`src/rtl/xfer_sequencer_pkg.sv`:
```
// Shared types and helpers for the A/B transfer sequencer.
package xfer_pkg;

    typedef enum logic [2:0] {IDLE, FILL, LAT, XFER, DONE} state_t;
    typedef enum logic {PH_W, PH_I} phase_t;

    function automatic int max3(input int a, input int b, input int c);
        int m;
        m = a;
        if (b > m) m = b;
        if (c > m) m = c;
        return m;
    endfunction

    // Address width that stays legal for a single-word memory.
    function automatic int addr_width(input int n);
        return (n > 1) ? $clog2(n) : 1;
    endfunction

endpackage

```
`src/rtl/xfer_sequencer_if.sv`:
```
// Bundle of frame handshake, RAM strobes and addresses.
// master: the controlling side (drives start/src_valid); slave: the sequencer.
interface xfer_sequencer_if #(
    parameter int AW_A = 3,
    parameter int AW_B = 2
);
    logic            start;
    logic            src_valid;
    logic            WEA;
    logic            IncA;
    logic            WEB;
    logic            IncB;
    logic [AW_A-1:0] addr_a;
    logic [AW_B-1:0] addr_b;
    logic            busy;
    logic            done;

    modport master (
        output start, src_valid,
        input  WEA, IncA, WEB, IncB, addr_a, addr_b, busy, done
    );

    modport slave (
        input  start, src_valid,
        output WEA, IncA, WEB, IncB, addr_a, addr_b, busy, done
    );
endinterface

```
`src/rtl/xfer_sequencer_counter.sv`:
```
// Up-counter with clear, enable and terminal-count flag; wraps to 0 after MAX-1.
module seq_counter #(
    parameter int W   = 4,
    parameter int MAX = 8
) (
    input  logic clock,
    input  logic Reset_n,
    input  logic clr,
    input  logic en,
    output logic tc
);
    localparam logic [W-1:0] LAST = W'(MAX - 1);

    logic [W-1:0] count_reg;

    assign tc = (count_reg == LAST);

    // Count enabled events, restarting from zero on clear or after the terminal value
    always_ff @(posedge clock or negedge Reset_n) begin
        if (!Reset_n) begin
            count_reg <= '0;
        end else if (clr) begin
            count_reg <= '0;
        end else if (en) begin
            count_reg <= tc ? '0 : count_reg + W'(1);
        end
    end
endmodule

```
`src/rtl/xfer_sequencer.sv`:
```
// Two-memory transfer sequencer: fill A from the source, wait for A read
// latency, then copy NUM_B words into B with alternating write/advance strobes.
// Strobes are registered, so they appear one cycle after the state decision;
// addresses follow their advance strobe by one further cycle, i.e. a strobe
// always sees the address it acts on.
module xfer_sequencer
    import xfer_pkg::*;
#(
    parameter int DEPTH_A = 8,
    parameter int NUM_B   = 4,
    parameter int RD_LAT  = 2,
    parameter int AUTO    = 0,
    parameter int AW_A    = addr_width(DEPTH_A),
    parameter int AW_B    = addr_width(NUM_B)
) (
    input  logic         clock,
    input  logic         Reset_n,
    xfer_sequencer_if.slave bus
);
    localparam int CW = $clog2(max3(DEPTH_A, RD_LAT, NUM_B) + 1);
    localparam logic [AW_A-1:0] A_LAST = AW_A'(DEPTH_A - 1);
    localparam logic [AW_B-1:0] B_LAST = AW_B'(NUM_B - 1);

    state_t state_reg, state_next;
    phase_t phase_reg, phase_next;

    logic fill_tc, lat_tc, b_tc;
    logic cnt_clr, fill_en, lat_en, b_en;
    logic wea_next, inca_next, web_next, incb_next, done_next, busy_next, clr_addr;
    logic wea_reg, inca_reg, web_reg, incb_reg, done_reg, busy_reg;
    logic [AW_A-1:0] addr_a_reg;
    logic [AW_B-1:0] addr_b_reg;

    assign cnt_clr = (state_reg == IDLE) || (state_reg == DONE);
    assign fill_en = (state_reg == FILL) && bus.src_valid;
    assign lat_en  = (state_reg == LAT);
    assign b_en    = (state_reg == XFER) && (phase_reg == PH_I);

    seq_counter #(.W(CW), .MAX(DEPTH_A)) u_fill_cnt (
        .clock(clock), .Reset_n(Reset_n), .clr(cnt_clr), .en(fill_en), .tc(fill_tc)
    );
    seq_counter #(.W(CW), .MAX(RD_LAT)) u_lat_cnt (
        .clock(clock), .Reset_n(Reset_n), .clr(cnt_clr), .en(lat_en), .tc(lat_tc)
    );
    seq_counter #(.W(CW), .MAX(NUM_B)) u_b_cnt (
        .clock(clock), .Reset_n(Reset_n), .clr(cnt_clr), .en(b_en), .tc(b_tc)
    );

    // State and transfer-phase registers
    always_ff @(posedge clock or negedge Reset_n) begin
        if (!Reset_n) begin
            state_reg <= IDLE;
            phase_reg <= PH_W;
        end else begin
            state_reg <= state_next;
            phase_reg <= phase_next;
        end
    end

    // Next-state and strobe decisions for the coming cycle
    always_comb begin
        state_next = state_reg;
        phase_next = phase_reg;
        wea_next   = 1'b0;
        inca_next  = 1'b0;
        web_next   = 1'b0;
        incb_next  = 1'b0;
        done_next  = 1'b0;
        clr_addr   = 1'b0;
        case (state_reg)
            IDLE: begin
                if (bus.start) begin
                    state_next = FILL;
                    clr_addr   = 1'b1;
                end
            end
            FILL: begin
                if (bus.src_valid) begin
                    wea_next  = 1'b1;
                    inca_next = 1'b1;
                    if (fill_tc) state_next = LAT;
                end
            end
            LAT: begin
                inca_next = 1'b1;
                if (lat_tc) begin
                    state_next = XFER;
                    phase_next = PH_W;
                end
            end
            XFER: begin
                if (phase_reg == PH_W) begin
                    web_next   = 1'b1;
                    phase_next = PH_I;
                end else begin
                    incb_next  = 1'b1;
                    inca_next  = 1'b1;
                    phase_next = PH_W;
                    if (b_tc) begin
                        done_next  = 1'b1;
                        state_next = DONE;
                    end
                end
            end
            DONE: begin
                if (AUTO != 0) begin
                    state_next = FILL;
                    clr_addr   = 1'b1;
                end else begin
                    state_next = IDLE;
                end
            end
            default: state_next = IDLE;
        endcase
        // busy spans the registered strobe window, including the done cycle
        busy_next = (state_reg != IDLE) && (state_next != IDLE);
    end

    // Registered strobes; addresses advance on the previous cycle's Inc strobe
    always_ff @(posedge clock or negedge Reset_n) begin
        if (!Reset_n) begin
            wea_reg    <= 1'b0;
            inca_reg   <= 1'b0;
            web_reg    <= 1'b0;
            incb_reg   <= 1'b0;
            done_reg   <= 1'b0;
            busy_reg   <= 1'b0;
            addr_a_reg <= '0;
            addr_b_reg <= '0;
        end else begin
            wea_reg  <= wea_next;
            inca_reg <= inca_next;
            web_reg  <= web_next;
            incb_reg <= incb_next;
            done_reg <= done_next;
            busy_reg <= busy_next;
            if (clr_addr) begin
                addr_a_reg <= '0;
                addr_b_reg <= '0;
            end else begin
                if (inca_reg) addr_a_reg <= (addr_a_reg == A_LAST) ? '0 : addr_a_reg + AW_A'(1);
                if (incb_reg) addr_b_reg <= (addr_b_reg == B_LAST) ? '0 : addr_b_reg + AW_B'(1);
            end
        end
    end

    assign bus.WEA    = wea_reg;
    assign bus.IncA   = inca_reg;
    assign bus.WEB    = web_reg;
    assign bus.IncB   = incb_reg;
    assign bus.done   = done_reg;
    assign bus.busy   = busy_reg;
    assign bus.addr_a = addr_a_reg;
    assign bus.addr_b = addr_b_reg;
endmodule
```
`src/flat_wrapper.sv`:
```
// flat-port wrapper written by rule: the top's interface ports become plain ports
module xfer_sequencer_flat import xfer_pkg::*;
#(
    parameter int DEPTH_A = 8,
    parameter int NUM_B   = 4,
    parameter int RD_LAT  = 2,
    parameter int AUTO    = 0,
    parameter int AW_A    = addr_width(DEPTH_A),
    parameter int AW_B    = addr_width(NUM_B)
)
  (clock, Reset_n, bus_start, bus_src_valid, bus_WEA, bus_IncA, bus_WEB, bus_IncB, bus_addr_a, bus_addr_b, bus_busy, bus_done);
  xfer_sequencer_if #(.AW_A(AW_A), .AW_B(AW_B)) bus_i ();
  input  logic clock;
  input  logic Reset_n;
  input wire logic [$bits(bus_i.start)-1:0] bus_start;
  input wire logic [$bits(bus_i.src_valid)-1:0] bus_src_valid;
  output wire logic [$bits(bus_i.WEA)-1:0] bus_WEA;
  output wire logic [$bits(bus_i.IncA)-1:0] bus_IncA;
  output wire logic [$bits(bus_i.WEB)-1:0] bus_WEB;
  output wire logic [$bits(bus_i.IncB)-1:0] bus_IncB;
  output wire logic [$bits(bus_i.addr_a)-1:0] bus_addr_a;
  output wire logic [$bits(bus_i.addr_b)-1:0] bus_addr_b;
  output wire logic [$bits(bus_i.busy)-1:0] bus_busy;
  output wire logic [$bits(bus_i.done)-1:0] bus_done;
  assign bus_i.start = bus_start;
  assign bus_i.src_valid = bus_src_valid;
  assign bus_WEA = bus_i.WEA;
  assign bus_IncA = bus_i.IncA;
  assign bus_WEB = bus_i.WEB;
  assign bus_IncB = bus_i.IncB;
  assign bus_addr_a = bus_i.addr_a;
  assign bus_addr_b = bus_i.addr_b;
  assign bus_busy = bus_i.busy;
  assign bus_done = bus_i.done;
  xfer_sequencer #(.DEPTH_A(DEPTH_A), .NUM_B(NUM_B), .RD_LAT(RD_LAT), .AUTO(AUTO), .AW_A(AW_A), .AW_B(AW_B)) u_core (.clock(clock), .Reset_n(Reset_n), .bus(bus_i));
endmodule
```
`config.mk`:
```
export PLATFORM = sky130hd
export DESIGN_NAME = xfer_sequencer_flat
export DESIGN_NICKNAME = d
export VERILOG_FILES = /design/src/rtl/xfer_sequencer_pkg.sv /design/src/rtl/xfer_sequencer_if.sv /design/src/rtl/xfer_sequencer_counter.sv /design/src/rtl/xfer_sequencer.sv /design/src/flat_wrapper.sv
export SDC_FILE = /design/constraint.sdc
export NUM_CORES = 1
export LEC_CHECK = 0
export CELL_PAD_IN_SITES_DETAIL_PLACEMENT = 0
export CELL_PAD_IN_SITES_GLOBAL_PLACEMENT = 1
export CORE_MARGIN = 10
export CORE_UTILIZATION = 46
export CTS_CLUSTER_SIZE = 30
export DETAILED_ROUTE_END_ITERATION = 6
export GPL_ROUTABILITY_DRIVEN = 0
export GPL_TIMING_DRIVEN = 0
export PLACE_DENSITY = 0.86
export SETUP_SLACK_MARGIN = 0.4
export SYNTH_ARGS = -nofsm -noshare
export SYNTH_HDL_FRONTEND = slang
export SYNTH_SLANG_ARGS = --single-unit
export TNS_END_PERCENT = 10
```
`constraint.sdc`:
```
create_clock -name clock -period 2.8 [get_ports clock]
set_input_delay 0.28 -clock clock [delete_from_list [all_inputs] [get_ports clock]]
set_output_delay 0.28 -clock clock [all_outputs]
set_load 0.02 [all_outputs]
```
==> results of run 1 <==
final cells by class:
| type | instances | area, µm² |
|---|---|---|
| Clock buffer | 3 | 22.5 |
| Tap cell | 31 | 38.8 |
| Clock inverter | 1 | 5.00 |
| Buffer | 6 | 45.0 |
| Inverter | 4 | 15.0 |
| Sequential cell | 27 | 676 |
| Multi-Input combinational cell | 89 | 616 |
| Fill cell | 256 | 1220 |
| Timing Repair Buffer | 14 | 140 |
cells by family after synthesis:
logic type,Yosys count,share of synthesized area [%]
simple gates,52,23.6
fa+ha+maj,7,6.48
buf+inv,10,4.44
xor+xnor,2,1.30
mux,3,2.22
flops,27,50.0
compound gates,25,11.9
report_power, final:
| group | switching [µW] | leakage (µW) | internal, µW |
|---|---|---|---|
| combinational | 339 | 0.000348 | 305 |
| sequential | 126 | 0.000348 | 520 |
| clock | 115 | 0.0000177 | 53.7 |
| total | 579 | 0.000714 | 879 |
Yosys cell counts:
cell type	n	share of area, %
a211o_1	1	0.65
a21o_1	1	0.56
a21oi_1	6	2.2
a22o_1	4	2.6
a22oi_1	1	0.56
a31oi_1	1	0.46
and2_1	2	0.93
and4bb_1	1	0.93
buf_2	3	1.1
buf_4	1	0.56
buf_6	2	1.7
dfrtp_1	27	50
ha_1	7	6.5
inv_1	3	0.83
inv_2	1	0.28
mux2i_1	3	2.2
nand2_1	14	3.9
nand2b_1	3	1.4
nand3_1	1	0.37
nand3b_1	4	2.2
nand4_1	1	0.46
nand4_4	1	1.6
nand4b_1	2	1.3
nand4b_2	1	1.1
nor2_1	14	3.9
nor2b_1	1	0.46
nor3_1	4	1.5
nor3b_2	2	1.9
nor4b_4	1	1.8
o21ai_0	8	3.0
o21bai_1	1	0.56
o22ai_1	1	0.46
o31ai_2	1	0.93
xor2_1	2	1.3
path summary, 6_finish.rpt:
path	start	endpoint	slack, ns	depth (start not counted)
max	u_core.bus.IncA	bus_IncA	1.11	1
min in group asynchronous	Reset_n	u_core.state_reg[0]	0.56	1
max in group asynchronous	Reset_n	u_core.u_fill_cnt.count_reg[0]	1.56	1
min reg2reg	u_core.u_fill_cnt.count_reg[3]	u_core.u_fill_cnt.count_reg[3]	0.50	1
max reg2reg	u_core.u_fill_cnt.count_reg[0]	u_core.state_reg[0]	1.31	5
min	u_core.u_fill_cnt.count_reg[3]	u_core.u_fill_cnt.count_reg[3]	0.50	1
through the flow:
step / instances / total power [µW] / hold slack (ns) / utilization, % / setup WS, ns
floorplan: 126 / 1080 / -0.0156 / - / 1.43
global placement: 171 / 1290 / 0.474 / 55.0 / 1.07
detailed placement: 171 / 1310 / 0.487 / 55.0 / 1.03
CTS: 175 / 1480 / 0.507 / 56.0 / 1.09
global route: 175 / 1590 / 0.533 / 56.0 / 1.03
finish: 175 / 1460 / 0.502 / 56.0 / 1.11
layer usage:
layer	vias to the layer above	share of wire, %
met4	0	1.4
met5	-	0
met1	453	45
met2	18	45
li1	473	-
met3	4	8.4
placed cells by master (no fill, tap or decap), drive strengths merged, types with 2 or more instances in the layout:
cell type / count
clkdlybuf4s50: 14
clkbuf: 3
a22o: 4
inv: 4
nand2: 14
nor2: 14
and2: 2
nand3b: 4
ha: 7
nand4: 2
buf: 6
nor3: 4
nor3b: 2
a21oi: 6
nand2b: 3
mux2i: 3
nand4b: 3
xor2: 2
o21ai: 8
dfrtp: 27
==> run metrics, run 1 <==
Critical Path AT=1.41 ns; hold-fix buffers at CTS=0; PortBufs=14; overflow left after global routing=0; status=complete, no violations; clock latency on the worst-skew pair=roughly 0.33 ns; FMAX=roughly 590 MHz; Die Width=approximately 74 µm; CP bufs+invs=1; CTS tree=built; Placement Rows=19; maxcap violations=0; crit-path cells=clkdlybuf4s50_1; Slew @ Worst Pin=about 1.2 ns; area grow syn2layout=15.3%; Design Area, Final=between 0.0015 and 0.002 mm²; Slew Limit Fails=0; Mapped Area=0.00135 mm²; clock root cell=clkbuf_4; Worst Setup Start Kind=flip-flop; CP endpoint kind=primary output; Hold Crit Class=flip-flop to flip-flop; period utilization=between 60% and 70%; Via Count=~950; RSZ-0062 raised after global routing=false; synth warn=0; layout cells sized above 1=between 10% and 20%; Die ar.=approximately 0.0055 mm²; clk buf depth=2; DP HPWL=1790 µm; # Post-CTS Setup Buffers=0; busiest layer in global routing=met2; All-Layer GR Usage=9.36%; relative slew slack=roughly 22%; n_diodes=0; final setup vio count=0; placed inst area=around 0.0015 mm²; Post-Syn Nets=approximately 140; Pwr per Cell Area=a little over 900 mW/mm²; Die Span Y=74.2 µm; Avg WL per Cell=13.5 µm; Placeable Area=between 0.002 and 0.003 mm²; Avg Cell Area, Syn=about 11 µm²; CP Class=flip-flop to primary output; Iteration-0 DRC Markers=20; Num CTS Buffers=3; CTS H-tree depth=1; M3 GR Usage=3.46%; Hold Vio Cnt, Final=0; synthesis-stage register bit count=27; Lkg Pwr=0.000714 µW; Max IR drop VDD=641 µV; slowest stage delay, CP=about 0.64 ns; Initial Util=between 40% and 50%; CTS resizes=0; critical path's top delay family=buffers and inverters; largest net degree at the start of global routing=28; TritonRoute pass-1 iters=4; met2 global-route usage=between 10% and 20%; CP max stage cell=clkdlybuf4s50_1; met1 Use GR=between 10% and 20%; Reg clk slew, reported paths=0.14 ns; Worst Path Required=around 2.5 ns; Detail Route Antenna Nets=0; fin nets=~160; drt drc=0; io pins=15; Tmin final=1.69 ns; Cells after Synth=126; Netlist cell types=34; setup TNS=0 ns; first-pass GRT wire length=~4200 µm; final WL=approximately 2400 µm; CP Max Fanout=5; vias in the first global route=slightly above 900; DR vias/cell=approximately 5.4; CTS sink cnt=27; Max Clock Skew=0.00528 ns; antenna violations before repair=0; register area share after synthesis=between 50% and 60%
(Power assumes the default switching activity.)
==> run 2, diff against run 1 <==
--- a/config.mk
+++ b/config.mk
@@ -8,12 +8,12 @@
 export CELL_PAD_IN_SITES_DETAIL_PLACEMENT = 0
 export CELL_PAD_IN_SITES_GLOBAL_PLACEMENT = 1
 export CORE_MARGIN = 10
-export CORE_UTILIZATION = 46
+export CORE_UTILIZATION = 43
 export CTS_CLUSTER_SIZE = 30
 export DETAILED_ROUTE_END_ITERATION = 6
 export GPL_ROUTABILITY_DRIVEN = 0
 export GPL_TIMING_DRIVEN = 0
-export PLACE_DENSITY = 0.86
+export PLACE_DENSITY = 0.81
 export SETUP_SLACK_MARGIN = 0.4
 export SYNTH_ARGS = -nofsm -noshare
 export SYNTH_HDL_FRONTEND = slang
==> constraint.sdc (replaced) <==
create_clock -name clock -period 1.7 [get_ports clock]
set_input_delay 0.17 -clock clock [delete_from_list [all_inputs] [get_ports clock]]
set_output_delay 0.17 -clock clock [all_outputs]
set_load 0.02 [all_outputs]
==> run metrics, run 2 (synthesis gave the netlist of run 1 again) <==
Reg clk slew, reported paths=0.15 ns (about the same); first-pass GRT wire length=4420 µm (+5.8%); area grow syn2layout=19.0%; status=complete, no violations; Max IR drop VDD=500 µV (-22%); Via Count=973 (+2.6%); commonest cells after routing, fill and taps aside=dfrtp_1 (26), nor2_1 (14), nand2_1 (14); Lkg Pwr=0.000735 µW (+2.9%); pre-CTS worst setup slack=0.0598 ns (-0.968 ns); largest net degree at the start of global routing=28 (unchanged); CP Class=flip-flop to primary output; Worst Path Required=1.53 ns (-0.99 ns); hold-fix buffers at CTS=0 (unchanged); Slew Limit Fails=0 (unchanged); Pwr per Cell Area=1500 mW/mm² (+60%); CTS H-tree depth=1 (unchanged); Worst Setup Slack, final=0.164 ns (-0.947 ns); maxcap violations=0 (unchanged); CP bufs+invs=1 (unchanged); commonest non-fill, non-tap cell in the layout=dfrtp_1; met1 WL=1190 µm (+11%); Avg WL per Cell=13.3 µm (-1.6%); Hold Crit Class=primary input to async pin; Initial Util=44.6% (-4.0 points); # Post-CTS Setup Buffers=0 (unchanged); Placeable Area=0.00303 mm² (+8.9%); layout cells sized above 1=13.8% (+2.0 points); FMAX=around 650 MHz; Die Span Y=76.1 µm (+2.5%); Cell Count, Final, Fillers Out=189 (+8.0%); antenna violations before repair=0 (unchanged); met3 routed WL=97 µm (-52%); clock root cell=clkbuf_4; placed inst area=0.00155 mm² (+1.2%); Placement Rows=20 (+1); fin nets=157 (+0.64%); Design Area, Final=0.00161 mm² (+3.2%); DR vias/cell=5.15 (-5.0%); clk buf depth=2 (unchanged); overflow left after global routing=0 (unchanged); Die ar.=0.00579 mm² (+5.1%); CTS sink cnt=27 (unchanged); DR WL met2=1200 µm (+14%); Hold Vio Cnt, Final=0 (unchanged); CP max stage cell=clkdlybuf4s50_1; io pins=15 (unchanged); DP HPWL=1860 µm (+3.6%); All-Layer GR Usage=8.98% (-0.39 points); Worst Setup Start Kind=flip-flop; final WL=2520 µm (+6.3%); Iteration-0 DRC Markers=59 (+200%); period utilization=roughly nine tenths; Num CTS Buffers=3 (unchanged); CTS tree=built; TritonRoute pass-1 iters=4 (unchanged); critical path's top delay family=buffers and inverters; Critical Path AT=1.37 ns (-0.04 ns); Die Width=76.1 µm (+2.5%); PortBufs=14 (unchanged); slowest stage delay, CP=0.62 ns (-0.02 ns); Detail Route Antenna Nets=0 (unchanged); setup TNS=0 ns (unchanged); final setup vio count=0 (unchanged); clock latency on the worst-skew pair=0.32 ns (about the same); vias in the first global route=973 (+4.5%); Tmin final=approximately 1.5 ns; crit-path cells=clkdlybuf4s50_1; FILL cells=282 (+10%); Post-Place Cells=184 (+7.6%); hold slack=0.143 ns (-0.360 ns); CP endpoint kind=primary output; relative slew slack=64.7% (+43 points); Slew @ Worst Pin=0.527 ns (-0.636 ns); RSZ-0062 raised after global routing=true; Max Clock Skew=0.00807 ns (+0.00279 ns); n_diodes=0 (unchanged); Top Layer Used=met4; register-to-register setup slack=0.21 ns (-1.10 ns); CP Max Fanout=3 (-2); drt drc=0 (unchanged)
## run 2: power breakdown
group | switching [µW] | internal (µW)
Clock | 188 | 89.9
Sequential | 211 | 860
Combinational | 566 | 495
## run 2: through the flow
stage               power (µW)  util, %
finish                    2410     53.1
detailed placement        2170     51.2
global route              2630     53.1
global placement          2120     51.2
floorplan                 1780        -
CTS                       2440     52.1
## run 2: final cells by class
cell class,count,area (µm²),area share [%]
Clock buffer,3,22.5,1.40
Clock inverter,1,7.51,0.467
Inverter,4,15.0,0.934
Timing Repair Buffer,15,168,10.4
Sequential cell,27,677,42.1
Buffer,6,45.0,2.80
Multi-Input combinational cell,89,618,38.4
Tap cell,44,55.1,3.42
## run 2: path summary, 6_finish.rpt
path                                                start                              to  cells past startpoint
max reg2reg                u_core.u_fill_cnt.count_reg[1]             u_core.state_reg[0]                      5
max                                       u_core.bus.IncB                        bus_IncB                      1
min                                               Reset_n            u_core.bus.addr_a[0]                      1
max in group asynchronous                         Reset_n  u_core.u_fill_cnt.count_reg[0]                      2
min reg2reg                u_core.u_fill_cnt.count_reg[3]  u_core.u_fill_cnt.count_reg[3]                      1
min in group clock                          bus_src_valid                 u_core.bus.IncA                      3
## run 2: per-layer routing
| layer | vias to the layer above | global-route usage (%) |
|---|---|---|
| met2 | 17 | 14.6 |
| met5 | - | 0 |
| met4 | 0 | 3.35 |
| li1 | 475 | - |
| met3 | 2 | 2.48 |
| met1 | 479 | 11.0 |
## run 2: timing repair
action,CTS,global route
setup endpoints to repair,18,23
gates cloned,0,0
pin swaps,0,0
resized for setup,2,2
==> run 3, diff against run 2 <==
==> constraint.sdc (replaced) <==
create_clock -name clock -period 1.6 [get_ports clock]
set_input_delay 0.16 -clock clock [delete_from_list [all_inputs] [get_ports clock]]
set_output_delay 0.16 -clock clock [all_outputs]
set_load 0.02 [all_outputs]
==> run metrics, run 3 (synthesis gave the netlist of run 1 again) <==
Reg clk slew, reported paths=0.15 ns (about the same); clock root cell=clkbuf_4; met3 routed WL=106 µm (+9.3%); DP HPWL=1860 µm (unchanged); Hold Vio Cnt, Final=0 (unchanged); Multi-input gate area=629 µm² (+1.8%); clk buf depth=2 (unchanged); internal power=1640 µW (+13%); Sw Pwr=1080 µW (+12%); Die Width=76.1 µm (unchanged); setup TNS=0 ns (unchanged); first-pass GRT wire length=4620 µm (+4.4%); drt drc=0 (unchanged); met1 WL=1250 µm (+4.4%); DR WL met2=1340 µm (+11%); All-Layer GR Usage=9.46% (+0.48 points); maxcap violations=0 (unchanged); largest net degree at the start of global routing=28 (unchanged); Initial Util=44.6% (unchanged); Avg WL per Cell=13.3 µm (about the same); vias in the first global route=1,016 (+4.4%); Slew Limit Fails=0 (unchanged); register share of total power=40.8% (-3.6 points); CP Max Fanout=2 (-1); sequential cell area=676 µm² (-0.18%); clock network power share=10.9% (-0.6 points); FILL cells=265 (-6.0%); Pwr per Cell Area=1590 mW/mm² (+6.3%); Tmin final=1.39 ns; Iteration-0 DRC Markers=60 (+1.7%); relative slew slack=60.3% (-4.4 points); Sw Share=39.7% (-0.34 points); Placement Rows=20 (unchanged); period utilization=87.1%; PortBufs=14 (unchanged); overflow left after global routing=0 (unchanged); RSZ-0062 raised after global routing=true; layout cells sized above 1=25.0% (+11 points); Lkg Pwr=0.000805 µW (+9.5%); Via Count=1,040 (+6.9%); area grow syn2layout=26.1%; TritonRoute pass-1 iters=4 (unchanged); Die ar.=0.00579 mm² (unchanged); n_diodes=0 (unchanged); Max IR drop VDD=510 µV (+2.1%); commonest cells after routing, fill and taps aside=dfrtp_1 (27), buf_4 (16), nand2_1 (14); Worst Path Required=1.83 ns (+0.30 ns); Max Clock Skew=0.0120 ns (+0.00397 ns); status=complete, no violations; Detail Route Antenna Nets=0 (unchanged); final setup vio count=0 (unchanged); Placeable Area=0.00303 mm² (unchanged); Hold Crit Class=primary input to async pin; combinational fraction of design power=48.3% (+4.3 points); antenna violations before repair=0 (unchanged); CTS H-tree depth=1 (unchanged); CP endpoint kind=flip-flop; Critical Path AT=1.62 ns (+0.25 ns); Die Span Y=76.1 µm (unchanged); io pins=15 (unchanged); Worst Setup Slack, final=0.207 ns (+0.0431 ns); Num CTS Buffers=3 (unchanged); Top Layer Used=met4; clock latency on the worst-skew pair=0.32 ns (about the same); CP Class=flip-flop to flip-flop; Slew @ Worst Pin=0.595 ns (+0.0678 ns); pre-CTS worst setup slack=-0.0302 ns (-0.0900 ns); final WL=2710 µm (+7.8%); FMAX=718 MHz; CTS sink cnt=27 (unchanged); DR vias/cell=5.10 (-0.97%); commonest non-fill, non-tap cell in the layout=dfrtp_1; Worst Setup Start Kind=flip-flop; fin nets=172 (+9.6%); CTS tree=built
==> run 3: critical path, stage by stage (launching register included) <==
cell	delay [ns]
dfrtp_1	0.39
ha_2	0.19
nand3b_1	0.14
nor3b_2	0.24
a31oi_1	0.07
a211o_1	0.27
==> run 3: worst paths after layout <==
kind                                           startpoint                             end  slack (ns)  depth (start not counted)
max                        u_core.u_fill_cnt.count_reg[0]             u_core.state_reg[0]        0.21                          5
min                                               Reset_n            u_core.bus.addr_b[0]        0.36                          2
max reg2reg                u_core.u_fill_cnt.count_reg[0]             u_core.state_reg[0]        0.21                          5
min reg2reg                u_core.u_fill_cnt.count_reg[3]  u_core.u_fill_cnt.count_reg[3]        0.50                          1
max in group asynchronous                         Reset_n                  u_core.bus.WEB        0.85                          2
min in group clock                          bus_src_valid                 u_core.bus.IncA        0.47                          3
==> run 3: power groups by stage <==
stage          Combinational [µW]  Sequential (µW)  Clock (µW)
6_report                     1310             1110         297
5_1_grt                      1470             1140         337
4_1_cts                      1230             1110         310
3_5_place_dp                 1150             1160           0
3_3_place_gp                 1120             1130           0
2_1_floorplan                 651             1240           0
==> run 3: metal layers <==
layer,global-route usage [%],up-vias
met4,3.35,0
met2,15.9,28
met3,2.24,2
met5,0,-
li1,-,506
met1,11.5,504
==> run 3: through the flow <==
| step | total power (µW) | instance area (µm²) | std cells | hold WS [ns] | util (%) |
|---|---|---|---|---|---|
| 2_1_floorplan | 1890 | 1350 | 126 | -0.136 | - |
| 3_3_place_gp | 2250 | 1550 | 184 | 0.480 | 51.2 |
| 3_5_place_dp | 2310 | 1550 | 184 | 0.486 | 51.2 |
| 4_1_cts | 2640 | 1640 | 196 | 0.472 | 54.2 |
| 5_1_grt | 2950 | 1700 | 204 | 0.394 | 56.3 |
| 6_report | 2720 | 1700 | 204 | 0.357 | 56.3 |
==> run 3: cell type report <==
type / instances / area share [%]
clock buffers: 3 / 1.32
well taps: 44 / 3.23
clock inverters: 1 / 0.441
multi-input cells: 89 / 36.9
plain buffers: 6 / 2.64
flip-flops and latches: 27 / 39.6
repair buffers: 30 / 14.9
inverters: 4 / 0.881
==> run 3: timing repair <==
action,4_1_cts,5_1_grt
setup buffers,8,7
hold buffers,0,1
setup endpoints to repair,56,34
pin swaps,2,6
resized for setup,20,2
hold endpoints to repair,0,27
